[config.mk]
export PLATFORM = sky130hd
export DESIGN_NAME = lsu
export DESIGN_NICKNAME = d
export VERILOG_FILES = /design/src/rtl/lsu_pkg.sv /design/src/rtl/lsu_lane.sv /design/src/rtl/lsu.sv
export SDC_FILE = /design/constraint.sdc
export NUM_CORES = 1
export LEC_CHECK = 0
export CORE_ASPECT_RATIO = 2
export CORE_MARGIN = 2
export CORE_UTILIZATION = 53
export DETAILED_ROUTE_END_ITERATION = 8
export PLACE_DENSITY = 0.89
export SYNTH_ARGS = -nofsm -noshare
export SYNTH_HDL_FRONTEND = slang
export SYNTH_HIERARCHICAL = 1
export SYNTH_SLANG_ARGS = --single-unit
[constraint.sdc]
create_clock -name clk -period 6.7 [get_ports clk]
set_clock_uncertainty 0.05 [all_clocks]
set_input_delay 1.34 -clock clk [delete_from_list [all_inputs] [get_ports clk]]
set_output_delay 1.34 -clock clk [all_outputs]
set_load 0.1 [all_outputs]
[src/rtl/lsu_pkg.sv]
// rtl/lsu_pkg.sv - shared core encodings: access sizes, LSU FSM states, alignment helper
package lsu_pkg;

  typedef enum logic [1:0] {
    SIZE_B = 2'd0,
    SIZE_H = 2'd1,
    SIZE_W = 2'd2,
    SIZE_X = 2'd3
  } size_e;

  typedef enum logic [2:0] {
    IDLE     = 3'd0,
    RD_ISSUE = 3'd1,
    RD_WAIT  = 3'd2,
    WR       = 3'd3,
    RESP     = 3'd4
  } state_e;

  function automatic logic is_misaligned(input logic [1:0] size, input logic [1:0] off);
    case (size)
      SIZE_B:  is_misaligned = 1'b0;
      SIZE_H:  is_misaligned = off[0];
      SIZE_W:  is_misaligned = (off != 2'd0);
      default: is_misaligned = 1'b1;
    endcase
  endfunction

endpackage

[src/rtl/lsu_lane.sv]
// rtl/lsu_lane.sv - little-endian lane extract/extend for loads and lane merge for sub-word stores
module lsu_lane
  import lsu_pkg::*;
(
  input  logic [31:0] word_i,
  input  logic [31:0] wdata_i,
  input  logic [1:0]  off_i,
  input  logic [1:0]  size_i,
  input  logic        uns_i,
  output logic [31:0] load_o,
  output logic [31:0] merge_o
);

  logic [4:0]  sh;
  logic [31:0] word_sh;
  logic [31:0] mask;

  assign sh      = {off_i, 3'b000};
  assign word_sh = word_i >> sh;

  always_comb begin
    load_o = word_i;
    mask   = 32'hFFFF_FFFF;
    case (size_i)
      SIZE_B: begin
        load_o = uns_i ? {24'd0, word_sh[7:0]} : {{24{word_sh[7]}}, word_sh[7:0]};
        mask   = 32'h0000_00FF << sh;
      end
      SIZE_H: begin
        load_o = uns_i ? {16'd0, word_sh[15:0]} : {{16{word_sh[15]}}, word_sh[15:0]};
        mask   = 32'h0000_FFFF << sh;
      end
      default: begin
        load_o = word_i;
        mask   = 32'hFFFF_FFFF;
      end
    endcase
    // Only the addressed lane(s) take store data; the rest keep the memory word
    merge_o = (word_i & ~mask) | ((wdata_i << sh) & mask);
  end

endmodule

[src/rtl/lsu.sv]
// rtl/lsu.sv - single-outstanding load/store unit for a 32-bit core on a word-addressed memory
module lsu
  import lsu_pkg::*;
(
  input  logic        clk,
  input  logic        rst,
  input  logic        req_valid,
  output logic        req_ready,
  input  logic        req_we,
  input  logic [31:0] req_addr,
  input  logic [31:0] req_wdata,
  input  logic [1:0]  req_size,
  input  logic        req_unsigned,
  output logic        resp_valid,
  output logic [31:0] resp_rdata,
  output logic        resp_misaligned,
  output logic [29:0] mem_addr,
  output logic [31:0] mem_din,
  output logic        mem_re,
  output logic        mem_we,
  input  logic [31:0] mem_dout
);

  state_e      state_q, state_d;
  logic [29:0] addr_q, addr_d;
  logic [1:0]  off_q, off_d;
  logic [1:0]  size_q, size_d;
  logic        we_q, we_d;
  logic        uns_q, uns_d;
  logic [31:0] wdata_q, wdata_d;
  logic [31:0] din_q, din_d;
  logic [31:0] rdata_q, rdata_d;
  logic        mis_q, mis_d;
  logic [31:0] load_data;
  logic [31:0] merged;

  lsu_lane u_lane (
    .word_i  (mem_dout),
    .wdata_i (wdata_q),
    .off_i   (off_q),
    .size_i  (size_q),
    .uns_i   (uns_q),
    .load_o  (load_data),
    .merge_o (merged)
  );

  always_ff @(posedge clk or posedge rst) begin
    if (rst) begin
      state_q <= IDLE;
      addr_q  <= '0;
      off_q   <= '0;
      size_q  <= '0;
      we_q    <= 1'b0;
      uns_q   <= 1'b0;
      wdata_q <= '0;
      din_q   <= '0;
      rdata_q <= '0;
      mis_q   <= 1'b0;
    end else begin
      state_q <= state_d;
      addr_q  <= addr_d;
      off_q   <= off_d;
      size_q  <= size_d;
      we_q    <= we_d;
      uns_q   <= uns_d;
      wdata_q <= wdata_d;
      din_q   <= din_d;
      rdata_q <= rdata_d;
      mis_q   <= mis_d;
    end
  end

  always_comb begin
    state_d = state_q;
    addr_d  = addr_q;
    off_d   = off_q;
    size_d  = size_q;
    we_d    = we_q;
    uns_d   = uns_q;
    wdata_d = wdata_q;
    din_d   = din_q;
    rdata_d = rdata_q;
    mis_d   = mis_q;
    case (state_q)
      IDLE: begin
        if (req_valid) begin
          addr_d  = req_addr[31:2];
          off_d   = req_addr[1:0];
          size_d  = req_size;
          we_d    = req_we;
          uns_d   = req_unsigned;
          wdata_d = req_wdata;
          rdata_d = '0;
          mis_d   = 1'b0;
          if (is_misaligned(req_size, req_addr[1:0])) begin
            mis_d   = 1'b1;
            state_d = RESP;
          end else if (req_we && req_size == SIZE_W) begin
            din_d   = req_wdata;
            state_d = WR;
          end else begin
            state_d = RD_ISSUE;
          end
        end
      end
      RD_ISSUE: state_d = RD_WAIT;
      RD_WAIT: begin
        // Sub-word stores pass through here to read-modify-write the word
        if (we_q) begin
          din_d   = merged;
          state_d = WR;
        end else begin
          rdata_d = load_data;
          state_d = RESP;
        end
      end
      WR:       state_d = RESP;
      RESP:     state_d = IDLE;
      default:  state_d = IDLE;
    endcase
  end

  assign req_ready       = (state_q == IDLE) && !rst;
  assign mem_re          = (state_q == RD_ISSUE);
  assign mem_we          = (state_q == WR);
  assign resp_valid      = (state_q == RESP);
  assign resp_misaligned = mis_q && resp_valid;
  assign resp_rdata      = rdata_q;
  assign mem_addr        = addr_q;
  assign mem_din         = din_q;

endmodule

==> impl_summary.txt <==
----------------------------------------------------
[Critical path]
  Delay of the slowest critical-path stage ... 1.18 ns
  CP Capture Type ... primary output
  Most Frequent Cell on Critical Path ... sky130_fd_sc_hd__clkdlybuf4s50_1
  Path length in cells of the critical path ... 3
  Crit-path leading delay family ... buffers and inverters
  Data arrival time of the critical path ... about 3.2 ns
  Reg-to-Reg Start ... state_q[1]
  CP cell instances ... clkdlybuf4s50_1 -> nor4_1 -> clkdlybuf4s50_1
  Required time of the critical path ... 5.31 ns
  Buffers & Inverters on Critical Path ... 2
  Crit path launch type ... input port
  Endpoint of the most critical register-to-register path ... mem_din[31]
  Highest net fanout along the worst path ... 2
  FF-to-FF setup slack ... 3.26 ns
  Worst reg2reg path depth ... 5
  Crit Path Category ... in2out
  Cell with the largest stage delay on the worst path ... sky130_fd_sc_hd__clkdlybuf4s50_1

[Yosys]
  Portion of netlist area occupied by mux cells ... 11.8%
  Post-synthesis average cell area ... 8.40 µm²
  Share of the synthesized area in compound gates (AO/OA/AOI/OAI) ... 15.7%
  YS warnings ... 6
  Number of standard cells after synthesis ... 866
  Synth top area share ... 46.8%
  Post-Syn Area ... 7280 µm²
  Fraction of synthesized cell area in xor and xnor cells ... 0%
  Sequential share of the synthesized area ... about 47%
  Most area-consuming cells after synthesis ... sky130_fd_sc_hd__dfrtp_1 47%, sky130_fd_sc_hd__nand2_1 17%, sky130_fd_sc_hd__mux2i_1 8.0%, sky130_fd_sc_hd__o21ai_0 7.0%, sky130_fd_sc_hd__mux2_2 3.4%
  Arithmetic-cell share of the synthesized area counting full adders, half adders and majority gates ... 0%
  Post-synth cell types ... 49
  Dominant combinational cell family by area after synthesis ... simple AND/OR/NAND/NOR gates
  Basic-gate share of the synthesized area counting and, or, nand and nor cells ... 20.8%
  Biggest area consumer among synthesized cells ... sky130_fd_sc_hd__dfrtp_1
  Syn_nets ... 969
  Flip-flop and latch count after synthesis ... between 100 and 150

[Timing]
  Total count of max-transition violations in the final report ... 0
  Final setup vio count ... 0
  Setup repair after global routing missed its margin ... false
  Number of failing hold endpoints at the final stage ... 0
  Min Clock Period, post-route ... 4.62 ns
  Fmax ... 217 MHz
  Total Negative Setup Slacks ... 0 ns
  Worst-Margin Slew ... 1.13 ns
  Relative max-transition margin ... 24.6%
  Final worst path period share ... 68.9%

[Cells and area]
  Most common library cell in the layout ignoring fill and taps ... sky130_fd_sc_hd__nand2_1
  Layout cell share with drive strength beyond 1 ... 7.60%
  Top library cells by usage in the layout, fill and taps aside ... 332 x sky130_fd_sc_hd__nand2_1, 201 x sky130_fd_sc_hd__clkdlybuf4s50_1, 135 x sky130_fd_sc_hd__dfrtp_1
  ANT cells ... 0
  Synth-to-Final Area Change ... 36.3%
  Post-layout utilization of the core ... 73.8%
  Post-layout net count ... 1130
  Number of fillers in the final layout ... 910

[Hold path]
  Number of instances on the worst hold path ... 2
  Hold path endpoint ... mem_addr[27]
  Origin of the worst min-delay path ... mem_addr[27]
  Type of the most critical hold path ... reg2reg

[Drt]
  Routed wirelength normalized by instance count ... 19.2 µm
  Routed wire length ... 23000 µm
  Final antenna-violating net count ... 0
  Via density ... 5.99
  Post-route DRC ... 0
  Via count ... between 7000 and 8000
  Initial drt markers ... 614
  Drt first pass iters ... 5

[Clock tree]
  Number of hold buffers added after cts ... 0
  Setup repair bufs after CTS ... 0
  Clock-pin slew on the worst setup and hold paths ... 0.06 ns
  CTS tree ... done
  Maximum level of the CTS H-tree ... 4
  Buffer depth of the longest clock path ... 2
  Number of clock sinks ... 136
  CTS-repair resized insts ... 0
  Clock insertion delay at the later pin of the skew report ... 0.42 ns
  Num CTS Buffers ... 17
  Buffer type at the clock tree root ... sky130_fd_sc_hd__clkbuf_16

[Floorplan]
  Core area ... 13400 µm²
  Placement row count ... 60
  Die height ... 170 µm
  IO Pins ... 202
  Floorplan die width ... 86.9 µm
  Starting utilization of the core area ... a little over half
  Area enclosed by the die boundary ... around 15000 µm²

[Status]
  Run status ... complete, no violations

[Global route]
  Total global routing track utilization ... between 30% and 40%
  Maximum number of pins on one net before global-route repair ... 104
  Antenna violations before repair ... 0
  Via count of the first global-routing pass ... 6898
  First-pass GRT wire length ... 35600 µm
  Grt total ovfl ... 0

[Placed design]
  Quantity of I/O buffers inserted on ports ... 201
  Final weighted congestion in routability-driven placement ... between 0.9 and 1
  Estimated wirelength of the detail-placed design ... between 15000 and 20000 µm

[Flow run]
  Max-cap violations ... 0

----------------------------------------------------
worst min-delay path, delay by kind of cell (launching register included):
kind             cells  cell delay (ns)
AND/OR/NAND/NOR      2             0.11
flip-flops           1             0.33
flip-flops by register name, indices dropped and copies added (netlist names):
name	cells
resp_rdata	32
mem_addr	30
mem_din	32
off_q	2
wdata_q	32
mis_q	1
uns_q	1
size_q	2
we_q	1
state_q	3
stage by stage:
stage | setup slack, ns | hold WS [ns] | cell area, µm² | instances
final | 2.08 | 0.420 | 9920 | 1195
after global routing | 2.01 | 0.448 | 9920 | 1195
after CTS | 2.07 | 0.422 | 9920 | 1195
after detailed placement | 2.06 | 0.409 | 9240 | 1163
after global placement | 2.12 | 0.403 | 9240 | 1163
after floorplan | 1.15 | 0.388 | 7280 | 866
synth_stat cells, drive strengths merged:
master,n
nand3,3
mux2,22
nor4,1
o31ai,14
clkbuf,30
a31o,1
a211o,1
dfrtp,136
mux2i,60
or4b,1
or2,2
a211oi,9
a41oi,1
a31oi,1
and3b,1
or3,1
o2bb2ai,1
nor4b,2
nand2,332
inv,7
o21ai,142
o2111ai,1
a22oi,1
nand4,1
nor2,9
nor3b,3
nor2b,10
buf,37
a221oi,7
a21oi,20
a22o,1
and2,1
nand4b,1
nor3,3
clkinv,1
and2b,1
a21o,1
metal layers:
layer | wire length [µm] | global-route usage [%] | share of wire (%) | vias up
met5 | 0 | 0 | 0 | -
met4 | 2070 | 24.3 | 9.0 | 0
met3 | 1760 | 7.44 | 7.7 | 114
met2 | 11400 | 51.2 | 50 | 425
met1 | 7730 | 33.9 | 34 | 3383
li1 | - | - | - | 3235
logic make-up after synthesis:
| logic type | after synthesis |
|---|---|
| simple gates | 372 |
| compound gates | 201 |
| flops | 136 |
| mux | 82 |
| buf+inv | 75 |
how the worst max path moves through the flow:
stage,startpoint,endpoint,slack [ns]
finish,rst,req_ready,2.08
global route,rst,req_ready,2.01
CTS,rst,req_ready,2.07
detailed placement,rst,req_ready,2.06
global placement,rst,req_ready,2.12
floorplan,rst,req_ready,1.15
layout make-up:
type	count	area [µm²]	share of cell area (%)
multi-input combinational	655	3540	35.7
sequential	136	3400	34.3
timing repair buffer	209	2070	20.9
clock buffer	20	457	4.60
clock inverter	12	221	2.23
tap	155	194	1.95
inverter	8	35.0	0.353
Power is left out: the tool's default activity adds up to more than one toggle a clock period on the data nets, which glitch-free logic cannot reach.
